<file path="src/rtl/id_ex_decode.sv">
// ID/EX pipeline stage for an RV32I core.
// This stage decodes the instruction presented in ID into ALU operands, an ALU
// op code and control flags. The result is held in a one-entry
// valid/ready register that feeds EX.
// ALU op codes mirror the alu.vh table used by the EX stage.
module id_ex_decode (
  input  logic        clk,
  input  logic        rst_n,
  input  logic        in_valid,
  output logic        in_ready,
  input  logic [31:0] instr,
  input  logic [31:0] pc,
  input  logic [31:0] rs1_data,
  input  logic [31:0] rs2_data,
  output logic [4:0]  rs1_addr,
  output logic [4:0]  rs2_addr,
  input  logic        flush,
  output logic        out_valid,
  input  logic        out_ready,
  output logic [31:0] alu_a,
  output logic [31:0] alu_b,
  output logic [4:0]  alu_c,
  output logic [31:0] imm,
  output logic [4:0]  rd,
  output logic        rd_we,
  output logic        br,
  output logic        jump,
  output logic        load,
  output logic        store,
  output logic [1:0]  shift_op,
  output logic        illegal
);

  localparam logic [4:0] IADD                 = 5'd0;
  localparam logic [4:0] SUB                  = 5'd1;
  localparam logic [4:0] IXOR                 = 5'd2;
  localparam logic [4:0] IOR                  = 5'd3;
  localparam logic [4:0] IAND                 = 5'd4;
  localparam logic [4:0] lessThan             = 5'd5;
  localparam logic [4:0] lessThanUnsigned     = 5'd6;
  localparam logic [4:0] equal                = 5'd7;
  localparam logic [4:0] notEqual             = 5'd8;
  localparam logic [4:0] greaterEqual         = 5'd9;
  localparam logic [4:0] greaterEqualUnsigned = 5'd10;

  localparam logic [6:0] OPC_OP     = 7'b0110011;
  localparam logic [6:0] OPC_OPIMM  = 7'b0010011;
  localparam logic [6:0] OPC_BRANCH = 7'b1100011;
  localparam logic [6:0] OPC_LUI    = 7'b0110111;
  localparam logic [6:0] OPC_AUIPC  = 7'b0010111;
  localparam logic [6:0] OPC_JAL    = 7'b1101111;
  localparam logic [6:0] OPC_JALR   = 7'b1100111;
  localparam logic [6:0] OPC_LOAD   = 7'b0000011;
  localparam logic [6:0] OPC_STORE  = 7'b0100011;

  localparam logic [6:0] F7_ZERO = 7'b0000000;
  localparam logic [6:0] F7_ALT  = 7'b0100000;

  localparam logic [1:0] SH_NONE = 2'b00;
  localparam logic [1:0] SH_SLL  = 2'b01;
  localparam logic [1:0] SH_SRL  = 2'b10;
  localparam logic [1:0] SH_SRA  = 2'b11;

  typedef struct packed {
    logic [31:0] aluA;
    logic [31:0] aluB;
    logic [4:0]  aluC;
    logic [31:0] imm;
    logic        rdWe;
    logic        br;
    logic        jump;
    logic        load;
    logic        store;
    logic [1:0]  shiftOp;
    logic        illegal;
  } decT;

  // Immediate extraction; every format sign-extends from instr[31].
  function automatic logic signed [31:0] immI(input logic [31:0] ins);
    return {{20{ins[31]}}, ins[31:20]};
  endfunction

  function automatic logic signed [31:0] immS(input logic [31:0] ins);
    return {{20{ins[31]}}, ins[31:25], ins[11:7]};
  endfunction

  function automatic logic signed [31:0] immB(input logic [31:0] ins);
    return {{19{ins[31]}}, ins[31], ins[7], ins[30:25], ins[11:8], 1'b0};
  endfunction

  function automatic logic signed [31:0] immU(input logic [31:0] ins);
    return {ins[31:12], 12'b0};
  endfunction

  function automatic logic signed [31:0] immJ(input logic [31:0] ins);
    return {{11{ins[31]}}, ins[31], ins[19:12], ins[20], ins[30:21], 1'b0};
  endfunction

  // Full decode of one instruction into the fields registered for EX.
  function automatic decT decode(input logic [31:0] ins, input logic [31:0] pcV,
                                 input logic [31:0] rs1V, input logic [31:0] rs2V);
    decT d;
    logic [2:0] f3;
    logic [6:0] f7;
    d = '0;
    d.aluC = IADD;
    f3 = ins[14:12];
    f7 = ins[31:25];
    case (ins[6:0])
      OPC_OP: begin
        d.aluA = rs1V;
        d.aluB = rs2V;
        d.rdWe = 1'b1;
        case (f3)
          3'b000: if (f7 == F7_ZERO) d.aluC = IADD;
                  else if (f7 == F7_ALT) d.aluC = SUB;
                  else d.illegal = 1'b1;
          3'b001: if (f7 == F7_ZERO) d.shiftOp = SH_SLL; else d.illegal = 1'b1;
          3'b101: if (f7 == F7_ZERO) d.shiftOp = SH_SRL;
                  else if (f7 == F7_ALT) d.shiftOp = SH_SRA;
                  else d.illegal = 1'b1;
          3'b010: if (f7 == F7_ZERO) d.aluC = lessThan; else d.illegal = 1'b1;
          3'b011: if (f7 == F7_ZERO) d.aluC = lessThanUnsigned; else d.illegal = 1'b1;
          3'b100: if (f7 == F7_ZERO) d.aluC = IXOR; else d.illegal = 1'b1;
          3'b110: if (f7 == F7_ZERO) d.aluC = IOR; else d.illegal = 1'b1;
          default: if (f7 == F7_ZERO) d.aluC = IAND; else d.illegal = 1'b1;
        endcase
      end
      OPC_OPIMM: begin
        d.aluA = rs1V;
        d.aluB = immI(ins);
        d.imm  = immI(ins);
        d.rdWe = 1'b1;
        case (f3)
          3'b000: d.aluC = IADD;
          3'b010: d.aluC = lessThan;
          3'b011: d.aluC = lessThanUnsigned;
          3'b100: d.aluC = IXOR;
          3'b110: d.aluC = IOR;
          3'b111: d.aluC = IAND;
          3'b001: begin
            d.aluB = {27'b0, ins[24:20]};
            if (f7 == F7_ZERO) d.shiftOp = SH_SLL; else d.illegal = 1'b1;
          end
          default: begin
            d.aluB = {27'b0, ins[24:20]};
            if (f7 == F7_ZERO) d.shiftOp = SH_SRL;
            else if (f7 == F7_ALT) d.shiftOp = SH_SRA;
            else d.illegal = 1'b1;
          end
        endcase
      end
      OPC_BRANCH: begin
        d.aluA = rs1V;
        d.aluB = rs2V;
        d.imm  = immB(ins);
        d.br   = 1'b1;
        case (f3)
          3'b000:  d.aluC = equal;
          3'b001:  d.aluC = notEqual;
          3'b100:  d.aluC = lessThan;
          3'b101:  d.aluC = greaterEqual;
          3'b110:  d.aluC = lessThanUnsigned;
          3'b111:  d.aluC = greaterEqualUnsigned;
          default: d.illegal = 1'b1;
        endcase
      end
      OPC_LUI: begin
        d.aluB = immU(ins);
        d.imm  = immU(ins);
        d.rdWe = 1'b1;
      end
      OPC_AUIPC: begin
        d.aluA = pcV;
        d.aluB = immU(ins);
        d.imm  = immU(ins);
        d.rdWe = 1'b1;
      end
      OPC_JAL: begin
        d.aluA = pcV;
        d.aluB = 32'd4;
        d.imm  = immJ(ins);
        d.jump = 1'b1;
        d.rdWe = 1'b1;
      end
      OPC_JALR: begin
        d.aluA = pcV;
        d.aluB = 32'd4;
        d.imm  = immI(ins);
        d.jump = 1'b1;
        d.rdWe = 1'b1;
        if (f3 != 3'b000) d.illegal = 1'b1;
      end
      OPC_LOAD: begin
        d.aluA = rs1V;
        d.aluB = immI(ins);
        d.imm  = immI(ins);
        d.load = 1'b1;
        d.rdWe = 1'b1;
        if (f3 == 3'b011 || f3 == 3'b110 || f3 == 3'b111) d.illegal = 1'b1;
      end
      OPC_STORE: begin
        d.aluA  = rs1V;
        d.aluB  = immS(ins);
        d.imm   = immS(ins);
        d.store = 1'b1;
        if (f3 > 3'b010) d.illegal = 1'b1;
      end
      default: d.illegal = 1'b1;
    endcase
    // An illegal encoding carries no side effects into EX.
    if (d.illegal) begin
      d = '0;
      d.aluC = IADD;
      d.illegal = 1'b1;
    end
    // x0 is never written.
    if (ins[11:7] == 5'd0) d.rdWe = 1'b0;
    return d;
  endfunction

  decT decP0;
  logic capture;

  assign rs1_addr = instr[19:15];
  assign rs2_addr = instr[24:20];
  assign in_ready = !out_valid || out_ready;
  assign capture  = in_valid && in_ready && !flush;

  // Decode stage input (same cycle as instr)
  always_comb begin
    decP0 = decode(instr, pc, rs1_data, rs2_data);
  end

  // Valid flag: flush wins, then a new capture, then EX draining the entry.
  always_ff @(posedge clk or negedge rst_n) begin
    if (!rst_n) begin
      out_valid <= 1'b0;
    end else if (flush) begin
      out_valid <= 1'b0;
    end else if (capture) begin
      out_valid <= 1'b1;
    end else if (out_ready) begin
      out_valid <= 1'b0;
    end
  end

  // ID/EX boundary: decoded fields load on capture and hold otherwise.
  always_ff @(posedge clk or negedge rst_n) begin
    if (!rst_n) begin
      alu_a    <= '0;
      alu_b    <= '0;
      alu_c    <= '0;
      imm      <= '0;
      rd       <= '0;
      rd_we    <= 1'b0;
      br       <= 1'b0;
      jump     <= 1'b0;
      load     <= 1'b0;
      store    <= 1'b0;
      shift_op <= '0;
      illegal  <= 1'b0;
    end else if (capture) begin
      alu_a    <= decP0.aluA;
      alu_b    <= decP0.aluB;
      alu_c    <= decP0.aluC;
      imm      <= decP0.imm;
      rd       <= instr[11:7];
      rd_we    <= decP0.rdWe;
      br       <= decP0.br;
      jump     <= decP0.jump;
      load     <= decP0.load;
      store    <= decP0.store;
      shift_op <= decP0.shiftOp;
      illegal  <= decP0.illegal;
    end
  end

endmodule

</file>
<file path="config.mk">
export PLATFORM = sky130hd
export DESIGN_NAME = id_ex_decode
export DESIGN_NICKNAME = d
export VERILOG_FILES = /design/src/rtl/id_ex_decode.sv
export SDC_FILE = /design/constraint.sdc
export NUM_CORES = 1
export LEC_CHECK = 0
export ABC_AREA = 0
export CELL_PAD_IN_SITES_DETAIL_PLACEMENT = 1
export CELL_PAD_IN_SITES_GLOBAL_PLACEMENT = 2
export CORE_UTILIZATION = 26
export CTS_BUF_LIST = sky130_fd_sc_hd__clkbuf_8
export DETAILED_ROUTE_END_ITERATION = 7
export GPL_ROUTABILITY_DRIVEN = 0
export HOLD_SLACK_MARGIN = 0.03
export PLACE_DENSITY_LB_ADDON = 0.1
export SKIP_CTS_REPAIR_TIMING = 1
export SLEW_MARGIN = 15
export SYNTH_ARGS = -nofsm -noshare
export SYNTH_HDL_FRONTEND = slang
export SYNTH_SLANG_ARGS = --single-unit
</file>
<file path="constraint.sdc">
create_clock -name clk -period 2.9 [get_ports clk]
set_input_delay 0.29 -clock clk [delete_from_list [all_inputs] [get_ports clk]]
set_output_delay 0.29 -clock clk [all_outputs]
set_load 0.03 [all_outputs]
</file>
==> qor.yml, run 1 <==
worst-r2r-setup-slack_ps: 700
rsz0062_at_grt: "false"
synth_area_per_cell_um2: 9.88
crit_type: "input pin to register"
grt_max_degree: 119
drive_above_1_share: 0.127
p_comb_frac: 0.202
synth-edff-count: 0
post_drt_via_cell_ratio: 5.00
status: "finished clean"
fin_worst_skew_ps: 10.9
setup_viol: 0
fp.dieH_um: 149
yosysUniqueCellTypes: 55
htree_num_levels: 4
cp-start-kind: "input pin"
wirelength_mm: 22.5
die_x_um: 149
synthFlopType: "dfrtp_1"
crit_arrival_ps: 2910
cap_viol_max_count: 0
worstMarginPinSlew_ps: 1160
leakagePower_nw: 3.67
nNetsFinal: 960
cp-end-kind: "register"
min_period_ps: 2540
vias: 5575
ant_nets: 0
gr-total-overflow: 0
p_sw_frac: 0.294
path_clk_slew_ps: 70
cts_root_buf: "clkbuf_8"
p_switching_mw: 1.17
finalSetupTns_ps: 0
multiInputGateArea_um2: 2470
ys_seq_area_frac: 0.506
async_reset_ff_frac: 1.00
synth.cell_area_um2: 5630
area_growth_syn_to_layout_pct: 60.2
drt_iter0_drc: 199
synth-seq-cells: 114
yosysWarningCount: 0
drc: 0
period_share: 0.876
slew_violations: 0
grt_antenna_before_repair: 0
clkPwrFrac: 0.376
seqCellArea_um2: 2850
cp_data_required_time_ps: 3270
place_hpwl_mm: 16.8
wl_per_cell_um: 20.2
p_per_area_nw_per_um2: 440
cts_sinks: 114
cts_tree: "yes"
num_rows: 53
cp_max_fo: 11
pwr-share-seq: 0.422
track_usage: 0.204
core_area_um2: 21200
grt_pass1_vias: 6001
drt_pass1_iterations: 6
hold_viol: 0
post-place-ws_ps: -24.6
clock_latency_ps: 440
ioPinCount: 259
io_buffers: 257
initial_core_util: 0.266
cts_buffers: 17
slew_headroom: 0.223
grt_pass1_wl_mm: 34.2
worstHoldPathType: "input pin to async pin"
syn_inst: 570
ir_worst_vdd_mv: 0.246
antenna_cells: 0
synth_nets: 703
whs_ps: 245
reg2regPathDepth: 5
nFillCells: 2339
internal_power_mw: 2.80
max_freq_mhz: 394
worst_slack_ps: 361
dieArea_um2: 22300
clockBufferDepth: 2
synth_stat cells (5+ instances only):
cell type,count,share of area
dfrtp_1,114,0.51
nand2_1,86,0.057
o21ai_0,59,0.052
a22oi_1,37,0.049
clkbuf_1,35,0.023
a21oi_1,34,0.030
a22o_1,32,0.050
nor2_1,21,0.014
o21ai_2,20,0.031
a221o_1,11,0.020
buf_4,11,0.015
a221oi_1,9,0.014
a32o_1,8,0.014
buf_2,7,0.0062
mux2_2,7,0.014
inv_1,6,0.0040
mux2i_1,5,0.0089
nand2b_1,5,0.0056
nand3_1,5,0.0044
nor2b_1,5,0.0056
worst paths after layout:
| kind | endpoint | start |
|---|---|---|
| max reg2reg | alu_b[7] | out_valid |
| min in group clk | out_valid | flush |
| max | alu_b[7] | instr[28] |
| min | alu_b[1] | rst_n |
| min reg2reg | alu_a[18] | alu_a[18] |
| max in group asynchronous | alu_b[12] | rst_n |
cell type report:
class                      count  area share
clock buffer                  18      0.0275
clock inverter                14      0.0157
inverter                       6     0.00250
multi-input combinational    390       0.274
sequential                   114       0.316
tap                          275      0.0381
timing repair buffer         298       0.326
cells in the final DEF (no fill, tap or decap), drive strengths merged, types with 7 or more instances in the layout:
cell / Yosys / routed
a22oi: 37 / 37
inv: 6 / 11
o21ai: 81 / 81
mux2: 7 / 7
dfrtp: 114 / 114
clkbuf: 36 / 18
a21oi: 34 / 34
a32o: 8 / 8
a221o: 11 / 11
a22o: 32 / 32
nor2: 21 / 21
a221oi: 9 / 9
buf: 24 / 41
clkdlybuf4s50: 0 / 256
nand2: 86 / 86
power groups by stage:
stage / Clock [mW] / Combinational (mW) / Sequential [mW]
finish: 1.49 / 0.800 / 1.68
global route: 1.61 / 0.853 / 1.69
CTS: 1.55 / 0.811 / 1.68
detailed placement: 0 / 0.809 / 1.71
global placement: 0 / 0.799 / 1.70
floorplan: 0 / 0.224 / 1.82
critical path, stage by stage:
cell and delay (ps):
clkdlybuf4s50_1 420, or4_4 590, nor3_4 210, a211oi_2 140, nor4_2 980, a22o_1 260
registers in the layout (all words and copies together), names as in the netlist:
| name | count |
|---|---|
| alu_c | 4 |
| shift_op | 2 |
| out_valid | 1 |
| imm | 32 |
| alu_b | 32 |
| illegal | 1 |
| rd | 5 |
| alu_a | 32 |
| jump | 1 |
| rd_we | 1 |
| br | 1 |
| store | 1 |
| load | 1 |
kinds of logic after synthesis:
kind of cell | share of synthesized area
simple gates | 0.119
buf+inv | 0.0584
xor+xnor | 0.00155
mux | 0.0229
compound gates | 0.291
flops | 0.506
other cells | 0.000666
layer usage:
layer,routed length (µm),up-vias,global-route usage
met2,11300,175,0.358
met5,0,-,0
met3,1350,24,0.0514
li1,-,2614,-
met4,289,0,0.0577
met1,9570,2762,0.244
per-stage QoR:
stage | cell area, µm² | util | power, mW | cells
final | 9020 | 0.427 | 3.97 | 1115
after global routing | 9020 | 0.427 | 4.15 | 1115
after CTS | 9010 | 0.426 | 4.04 | 1114
after detailed placement | 8630 | 0.408 | 2.52 | 1082
after global placement | 8630 | 0.408 | 2.50 | 1082
after floorplan | 5630 | - | 2.04 | 570
No activity file was read; power rests on OpenSTA's default activity.
==> inputs of run 2 (changes only) <==
- CORE_MARGIN: default -> 2
==> qor.yml, run 2 (synthesized netlist as in run 1, its figures left out) <==
status: "finished with violations"
failed_checks: "negative hold slack"
drc: 0  # unchanged
cts_sinks: 114  # unchanged
htree_num_levels: 4  # unchanged
track_usage: 0.201  # -0.00312
place_hpwl_mm: 17.1  # +1.7%
grt_antenna_before_repair: 0  # unchanged
area_growth_syn_to_layout_pct: 60.3  # about the same
cts_tree: "yes"
min_period_ps: 2460  # -75.6 ps
cp-start-kind: "input pin"
gr-total-overflow: 0  # unchanged
die_x_um: 151  # +1.3%
p_per_area_nw_per_um2: 455  # +3.5%
antenna_cells: 0  # unchanged
cts_root_buf: "clkbuf_8"
cp_data_required_time_ps: 3270  # about the same
io_buffers: 257  # unchanged
drt_pass1_iterations: 4  # -2
r2r-end: "alu_b[11]"
path_clk_slew_ps: 70  # about the same
reg2regPathDepth: 5  # unchanged
nNetsFinal: 960  # unchanged
max_freq_mhz: 406  # +3.1%
p_switching_mw: 1.21  # +3.7%
layout_commonest_cell: "clkdlybuf4s50_1"
initial_core_util: 0.266  # unchanged
p_total_mw: 4.11  # +3.6%
setup_viol: 0  # unchanged
final_cell_mix: "clkdlybuf4s50_1, dfrtp_1, nand2_1"
rr_startpoint: "out_valid"
slew_violations: 0  # unchanged
dieArea_um2: 22900  # +2.7%
clock_latency_ps: 440  # about the same
post_drt_via_cell_ratio: 5.11  # +2.2%
period_share: 0.849  # -0.0261
p_sw_frac: 0.294  # +0.000471
grt_max_degree: 119  # unchanged
ant_nets: 0  # unchanged
clkPwrFrac: 0.398  # +0.022
leakagePower_nw: 3.67  # about the same
cp-end-kind: "register"
drive_above_1_share: 0.132  # +0.00476
rsz0062_at_grt: "false"
pwr-share-seq: 0.408  # -0.014
cts_buffers: 17  # unchanged
worst-r2r-setup-slack_ps: 730  # +30 ps
core_area_um2: 21200  # unchanged
crit_type: "input pin to register"
ioPinCount: 259  # unchanged
hold_viol: 30  # +30
slew_headroom: 0.261  # +0.0378
grt_pass1_vias: 6077  # +1.3%
p_comb_frac: 0.194  # -0.008
cp_max_fo: 11  # unchanged
ir_worst_vdd_mv: 0.256  # +3.8%
cap_viol_max_count: 0  # unchanged
worstMarginPinSlew_ps: 1100  # -56.3 ps
grt_pass1_wl_mm: 34.9  # +2.0%
reg_top3: "alu_a: 32 flops, alu_b: 32 flops, imm: 32 flops"
internal_power_mw: 2.90  # +3.5%
whs_ps: -23.3  # -268 ps
worstHoldPathType: "input pin to async pin"
wirelength_mm: 23.0  # +2.3%
crit_arrival_ps: 2830  # -80 ps
clockBufferDepth: 2  # unchanged
fp.dieH_um: 151  # +1.3%
drt_iter0_drc: 248  # +25%
num_rows: 53  # unchanged
wl_per_cell_um: 20.6  # +2.3%
fin_worst_skew_ps: 14.0  # +3.12 ps
vias: 5699  # +2.2%
## run 2: worst max-delay path, stage by stage
cell             delay, ps
clkdlybuf4s50_1        420
or4_4                  590
nor3_4                 200
a211oi_2               130
nor4_2                 940
a22o_1                 250
## run 2: through the flow
step                      setup TNS [ps]  cell area, µm²   util  std cells  worst slack, ps
after floorplan                        0            5630      -        570              814
after global placement                 0            8610  0.407       1083             37.3
after detailed placement            -107            8610  0.407       1083            -18.5
after CTS                              0            9030  0.427       1115              447
after global routing                   0            9030  0.427       1115              321
final                                  0            9030  0.427       1115              437
## run 2: cell type report
cell class              count  area (µm²)
repair buffers            298        2920
inverters                   6        22.5
flip-flops and latches    114        2850
well taps                 275         344
fillers                  2340       12100
clock buffers              18         248
clock inverters            14         178
multi-input cells         390        2470
## run 2: worst max path at each step
stage | to | start | cells after the start
finish | alu_b[11] | instr[28] | 6
floorplan | imm[1] | out_valid | 7
CTS | alu_b[11] | instr[28] | 6
global route | alu_b[11] | instr[28] | 6
global placement | alu_b[11] | instr[28] | 6
detailed placement | alu_b[5] | instr[28] | 6
## run 2: per-layer routing
layer | GRT usage | vias to the layer above | share of wire
met5 | 0 | - | 0
met4 | 0.0491 | 0 | 0.011
met3 | 0.0515 | 19 | 0.069
met2 | 0.343 | 193 | 0.51
met1 | 0.253 | 2883 | 0.41
li1 | - | 2604 | -
## run 2: power groups by stage
stage	Clock (mW)	Sequential (mW)	Combinational [mW]
finish	1.64	1.68	0.799
global route	1.76	1.69	0.855
floorplan	0	1.82	0.224
global placement	0	1.70	0.796
CTS	1.68	1.68	0.811
detailed placement	0	1.71	0.808
